## config.mk

```make
export PLATFORM = sky130hd
export DESIGN_NAME = i2c_reg_write_master
export DESIGN_NICKNAME = d
export VERILOG_FILES = /design/src/rtl/i2c_reg_write_master.sv
export SDC_FILE = /design/constraint.sdc
export NUM_CORES = 1
export LEC_CHECK = 0
export CORE_ASPECT_RATIO = 1.1
export CORE_MARGIN = 2
export CORE_UTILIZATION = 58
export DETAILED_ROUTE_END_ITERATION = 8
export HOLD_SLACK_MARGIN = 0.06
export PLACE_DENSITY = 0.82
export RECOVER_POWER = 50
export SLEW_MARGIN = 20
export SYNTH_ARGS = -nofsm -noshare
export SYNTH_HDL_FRONTEND = slang
export SYNTH_SLANG_ARGS = --single-unit
```

## constraint.sdc

```tcl
create_clock -name clk -period 3.63 [get_ports clk]
set_input_delay 0.726 -clock clk [delete_from_list [all_inputs] [get_ports clk]]
set_output_delay 0.726 -clock clk [all_outputs]
set_load 0.05 [all_outputs]
```

## src/rtl/i2c_reg_write_master.sv

```systemverilog
// I2C register-write master: START, {dev_addr,W}, reg_addr, wr_data, STOP on open-drain lines.
// Each bit slot is four phases of CLK_DIV clocks; SCL is released during phases 1 and 2.
module i2c_reg_write_master #(
  parameter int CLK_DIV = 4,
  parameter int DIV_W   = 16
) (
  input  logic       clk,
  input  logic       reset,
  input  logic       start,
  input  logic [6:0] dev_addr,
  input  logic [7:0] reg_addr,
  input  logic [7:0] wr_data,
  input  logic       sda_i,
  output logic       scl_oe,
  output logic       sda_oe,
  output logic       busy,
  output logic       done,
  output logic       ack_error
);

  typedef enum logic [3:0] {
    IDLE, START, ADDR, ACK_A, REG, ACK_R, DATA, ACK_D, STOP
  } state_t;

  localparam logic [DIV_W-1:0] QMAX = DIV_W'(CLK_DIV - 1);
  localparam logic [DIV_W-1:0] QONE = DIV_W'(1);

  state_t           state, state_nxt;
  logic [DIV_W-1:0] qcnt;
  logic [1:0]       phase;
  logic [2:0]       bit_cnt;
  logic [7:0]       addr_byte, reg_byte, data_byte, cur_byte;
  logic             q_end, slot_end, accept, in_byte, in_ack, ack_sample, cur_bit;

  assign q_end      = (qcnt == QMAX);
  assign slot_end   = q_end && (phase == 2'd3);
  assign accept     = (state == IDLE) && start;
  assign in_byte    = (state == ADDR) || (state == REG) || (state == DATA);
  assign in_ack     = (state == ACK_A) || (state == ACK_R) || (state == ACK_D);
  // ACK is read on the last cycle SCL has been high for a full quarter
  assign ack_sample = in_ack && (phase == 2'd1) && q_end;

  always_ff @(posedge clk) begin
    if (reset) begin
      state     <= IDLE;
      qcnt      <= '0;
      phase     <= '0;
      bit_cnt   <= '0;
      ack_error <= 1'b0;
    end else begin
      state <= state_nxt;
      if (state == IDLE) begin
        qcnt    <= '0;
        phase   <= '0;
        bit_cnt <= '0;
      end else if (q_end) begin
        qcnt  <= '0;
        phase <= phase + 2'd1;
        if (slot_end)
          bit_cnt <= (in_byte && bit_cnt != 3'd7) ? bit_cnt + 3'd1 : 3'd0;
      end else begin
        qcnt <= qcnt + QONE;
      end
      if (accept)
        ack_error <= 1'b0;
      else if (ack_sample && sda_i)
        ack_error <= 1'b1;
    end
  end

  // Transaction bytes are captured once so the inputs may change after accept
  always_ff @(posedge clk) begin
    if (accept && !reset) begin
      addr_byte <= {dev_addr, 1'b0};
      reg_byte  <= reg_addr;
      data_byte <= wr_data;
    end
  end

  always_comb begin
    cur_byte = addr_byte;
    case (state)
      REG:     cur_byte = reg_byte;
      DATA:    cur_byte = data_byte;
      default: cur_byte = addr_byte;
    endcase
    cur_bit = cur_byte[~bit_cnt];
  end

  always_comb begin
    state_nxt = state;
    scl_oe    = 1'b0;
    sda_oe    = 1'b0;
    done      = 1'b0;
    busy      = (state != IDLE);
    case (state)
      IDLE: begin
        if (start) state_nxt = START;
      end
      START: begin
        sda_oe = phase[1];
        scl_oe = (phase == 2'd3);
        if (slot_end) state_nxt = ADDR;
      end
      ADDR, REG, DATA: begin
        scl_oe = (phase == 2'd0) || (phase == 2'd3);
        sda_oe = ~cur_bit;
        if (slot_end && bit_cnt == 3'd7) begin
          case (state)
            ADDR:    state_nxt = ACK_A;
            REG:     state_nxt = ACK_R;
            default: state_nxt = ACK_D;
          endcase
        end
      end
      ACK_A: begin
        scl_oe = (phase == 2'd0) || (phase == 2'd3);
        if (slot_end) state_nxt = ack_error ? STOP : REG;
      end
      ACK_R: begin
        scl_oe = (phase == 2'd0) || (phase == 2'd3);
        if (slot_end) state_nxt = ack_error ? STOP : DATA;
      end
      ACK_D: begin
        scl_oe = (phase == 2'd0) || (phase == 2'd3);
        if (slot_end) state_nxt = STOP;
      end
      STOP: begin
        scl_oe = (phase == 2'd0);
        sda_oe = (phase == 2'd0) || (phase == 2'd1);
        if (slot_end) begin
          done      = 1'b1;
          state_nxt = IDLE;
        end
      end
      default: state_nxt = IDLE;
    endcase
  end

endmodule
```

# Yosys cells after proc, flatten, opt, wreduce, memory -nomap -nowiden
# Index checks and enable logic that the tools add are counted.
# word_totals
register_bits,49
in_bits,27
out_inout_bits,5
wordCells,78
# op_classes
addsub,3
magnitude_cmp,1
eq_ne,20
mux,19
bitwise,2
n_reduce_logical,25
# ops
op,count
4-bit 2-to-1 mux,9
4-bit case mux with 7 select lines,1
16-bit by 1-bit adder with 16-bit output (second input constant),1
16-bit by 2-bit equality test with 1-bit output (second input constant),1
4-bit by 3-bit equality test with 1-bit output (second input constant),4
8-bit case mux with 2 select lines,1
2-bit inequality test (second input constant),7
4-bit by 2-bit equality test with 1-bit output (second input constant),2
1-bit logical AND,8
7-bit AND reduction,1
1-bit logical OR,6
1-bit case mux with 3 select lines,2
3-bit case mux with 2 select lines,1
3-bit OR reduction,2
6-bit OR reduction,1
4-bit by 1-bit equality test with 1-bit output (second input constant),1
4-bit equality test (second input constant),1
4-bit logical NOT,1
3-bit by 4-bit < comparator with 1-bit output (second input constant),1
4-bit nonzero test,1
2-bit OR reduction,2
3-bit by 1-bit adder with 3-bit output (second input constant),1
1-bit binary-select mux with 3-bit select,1
3-bit equality test (second input constant),1
other kinds (11),13

# Longest topological paths before layout
# logic_depth
depth_word,6
mapped_depth,8

# Worst setup path after synthesis
# OpenSTA, ideal clock, no wires.
# synth_path
path_kind,register to output
startpoint,register state[2]
endpoint,output sda_oe
arrival_ps,2674
slack_ps,230
stages_incl_launch_ff,7
cell_sequence,dfxtp_1 > clkbuf_1 > nor3b_2 > mux4_2 > nor2b_1 > o32a_1 > o41ai_2
# synth_between
elab_chain_len,6
elab_cells_between_ends,11
# synth_lines
element,line,source
start: declaration,28,"state_t state, state_nxt;"
start signal: assignment,51,state <= state_nxt;
4-bit by 3-bit equality test with 1-bit output,"82, 96",
8-bit case mux with 2 select lines,82,case (state)
1-bit binary-select mux with 3-bit select,87,cur_bit = cur_byte[~bit_cnt];
1-bit 2-to-1 mux (not written as such),87,
1-bit NOT,107,sda_oe = ~cur_bit;
1-bit case mux with 3 select lines *,96,case (state)
end: declaration,15,"output logic sda_oe,"
# Every way passes the cells marked *; elsewhere a longest branch is shown, timed or not. The select of a mux whose other input is x is not followed.

# Final worst setup path
# layout_path
startpoint,register state[1]
endpoint,output sda_oe
# Same word-level chain as after synthesis.

==> results.yml <==
clock_tree:
  cts_tree: "yes"
  post-cts-setup-buffers: 0
  clk_pin_slew_ps: 80
  cts-buffers-inserted: 5
  clk_latency_ps: 290
  cts.sinks: 49
  cts.root.buffer_cell: "clkbuf_8"
  htreeDepth: 2
  cts-hold-fix-buffers: 0
  cts_max_path_buffers: 2
power_and_ir_drop:
  combinationalPowerShare: 0.057
  clkPwrFrac: 0.313
  power.internal_mw: 0.755
  power_leakage_nw: 0.970
  power.density_mw_per_mm2: 342
  p_switching_mw: 0.193
  seq_power_share: 0.630
  p_sw_frac: 0.203
  vdd_drop_max_mv: 0.243
synthesis:
  avgSynthCellArea_um2: 10.6
  yosysTopAreaCellShare: 0.296
  async_flop_share: 0
  synth_cell_types: 43
  synth_seq_cells: 49
  synthCells: 221
  yosys_warnings: 0
  synth_nets: 254
  synth.yosys.seq_area_share: 0.518
  synth_edf_count: 23
  synth_top_area_cell: "edfxtp_1"
  syn-cell-area_mm2: 0.00234
  ys.flop_type: "dfxtp_1"
  ys_top_cells_by_area: "edfxtp_1 (30%), dfxtp_1 (22%), nor2_1 (5.8%)"
floorplanning:
  rows: 24
  die_area_mm2: 0.00455
  initial_core_util: 0.599
  core-area_mm2: 0.00390
  chipWidth_um: 64.5
  io_pins: 32
  dieHeight_um: 70.6
timing:
  drv_slew: 0
  fin_skew_ps: 8.17
  fin_crit_ps: 3240
  hold_viol: 0
  rsz0062_at_grt: "no"
  whs_ps: 470
  setup_tns_ps: 0
  fin_crit_sh: 0.893
  relSlewSlack: 0.195
  setup_viol: 0
  max_freq_mhz: 308
  max_slew.worst_pin.slew_ps: 1210
place:
  gp_congestion: 0.780
  dpl.cell_count: 298
  dp_hpwl_mm: 2.97
  io_buffer_count: 31
critical_path:
  reg2reg_depth: 6
  cpPeakStageDelay_ps: 450
  cp_data_arrival_time_ps: 2520
  critical-path-slowest-cell: "mux4_2"
  critPathKind: "flop to primary output"
  start_kind: "flop"
  crit_buf_inv: 1
  critPathMaxFanout: 4
  path_cells: "mux2_2, mux4_2, nor2b_1, o32a_1, o41ai_2, buf_12"
  required_ps: 2900
  end_kind: "primary output"
  crit_family: "multiplexers"
  worst-path-stages: 6
grt:
  grt_pass1_wl_mm: 7.51
  grt_pass1_vias: 1692
  antenna_found_initial: 0
  grt_use_total: 0.214
  grt-ovfl-total: 0
  grt_max_degree: 24
layout:
  fillCellCount: 291
  drive_above_1_share: 0.102
  syn2layout_area_growth_pct: 18.6
  register_area_mm2: 0.00121
  antenna_cells: 0
  layout.nets: 286
  multiInputGateArea_mm2: 0.00104
  stdcell_count: 306
route:
  routed_wl_mm: 4.27
  dr.pass1.iters: 4
  drtAntennaViolNets: 0
  routedWlPerCell_um: 14.0
  met2_wirelength_mm: 2.14
  wl_met3_um: 172
  route.detailed.drc: 0
  wl_met1_mm: 1.87
  top_layer_used: "met4"
  vias_per_cell: 5.53
  vias: 1692
  drtIter0Drc: 112
run:
  cap_violations: 0
worst_hold_path:
  min_path_type: "flop to flop"
  hold_path_depth: 1
status:
  status: "completed"
-- metal layers --
layer	vias up	track usage
met5	-	0
met3	9	0.0397
met1	796	0.272
met2	37	0.356
met4	0	0.0993
li1	850	-
-- worst paths after layout --
| path | start | to | slack, ps |
|---|---|---|---|
| worst max register to register | phase[0] | state[2] | 930 |
| worst min-delay path | qcnt[0] | qcnt[0] | 470 |
| worst max-delay path | state[1] | sda_oe | 390 |
| worst min register to register | qcnt[0] | qcnt[0] | 470 |
-- worst reg2reg max path: cells and delay by family (launching register included) --
kind / cells / cell delay [ps]
mux: 1 / 360
fa+ha+maj: 1 / 220
flops: 1 / 410
simple gates: 4 / 1600
-- flip-flops by register name (all words and copies together) (netlist names) --
name / count
phase: 2
bit_cnt: 3
state: 4
addr_byte: 7
data_byte: 8
qcnt: 16
ack_error: 1
reg_byte: 8
-- placed cells by master (no fill, tap or decap), types with 5 or more instances in the layout --
| master | count |
|---|---|
| ha_1 | 6 |
| o21ai_0 | 8 |
| nand2_1 | 18 |
| dfxtp_1 | 26 |
| clkdlybuf4s50_1 | 6 |
| inv_1 | 7 |
| dlygate4sd3_1 | 23 |
| xor2_1 | 11 |
| clkbuf_8 | 5 |
| mux2i_1 | 7 |
| nand3_1 | 9 |
| and3_1 | 5 |
| nor2_1 | 35 |
| edfxtp_1 | 23 |
| nor3_1 | 8 |
-- final cells by class --
| type | instances | share of cell area |
|---|---|---|
| flip-flops and latches | 49 | 0.437 |
| well taps | 52 | 0.0235 |
| multi-input cells | 155 | 0.375 |
| repair buffers | 35 | 0.126 |
| inverters | 7 | 0.00948 |
| clock inverters | 1 | 0.00135 |
| clock buffers | 7 | 0.0275 |
-- logic make-up after synthesis --
family,count (synthesis),share of synthesized area
AOI/OAI and AO/OA,25,0.0733
xor gates and xnor gates,15,0.0562
adders and majority gates,6,0.0321
buffers and inverters,17,0.0310
DFF,49,0.518
muxes,13,0.0685
and+or+nand+nor,96,0.221
-- repair_timing --
action	CTS	global route
hold endpoints to repair	0	0
setup endpoints to repair	0	1
resized for setup	0	1
-- stage by stage --
| stage | utilization | setup WS (ps) | instance area, um^2 | total power [mW] |
|---|---|---|---|---|
| finish | 0.710 | 388 | 2770 | 0.948 |
| global route | 0.710 | 260 | 2770 | 0.991 |
| CTS | 0.714 | 80.1 | 2790 | 0.965 |
| detailed placement | 0.694 | 424 | 2710 | 0.670 |
| global placement | 0.694 | 479 | 2710 | 0.668 |
| floorplan | - | 230 | 2340 | 0.632 |
-- synth_stat cells, drive strengths merged, types with 5 or more instances --
master and count:
nand2 18, edfxtp 23, inv 7, nand3 9, xor2 11, mux2i 7, nor2 36, ha 6
nor3 8, dfxtp 26, and3 5, clkbuf 8, o21ai 8
-- power groups by stage --
stage | registers (mW) | logic [mW] | clock network [mW]
finish | 0.597 | 0.0542 | 0.297
global route | 0.599 | 0.0601 | 0.332
CTS | 0.597 | 0.0606 | 0.307
detailed placement | 0.610 | 0.0600 | 0
global placement | 0.609 | 0.0589 | 0
floorplan | 0.607 | 0.0255 | 0
Power figures use the tool's default switching activity.
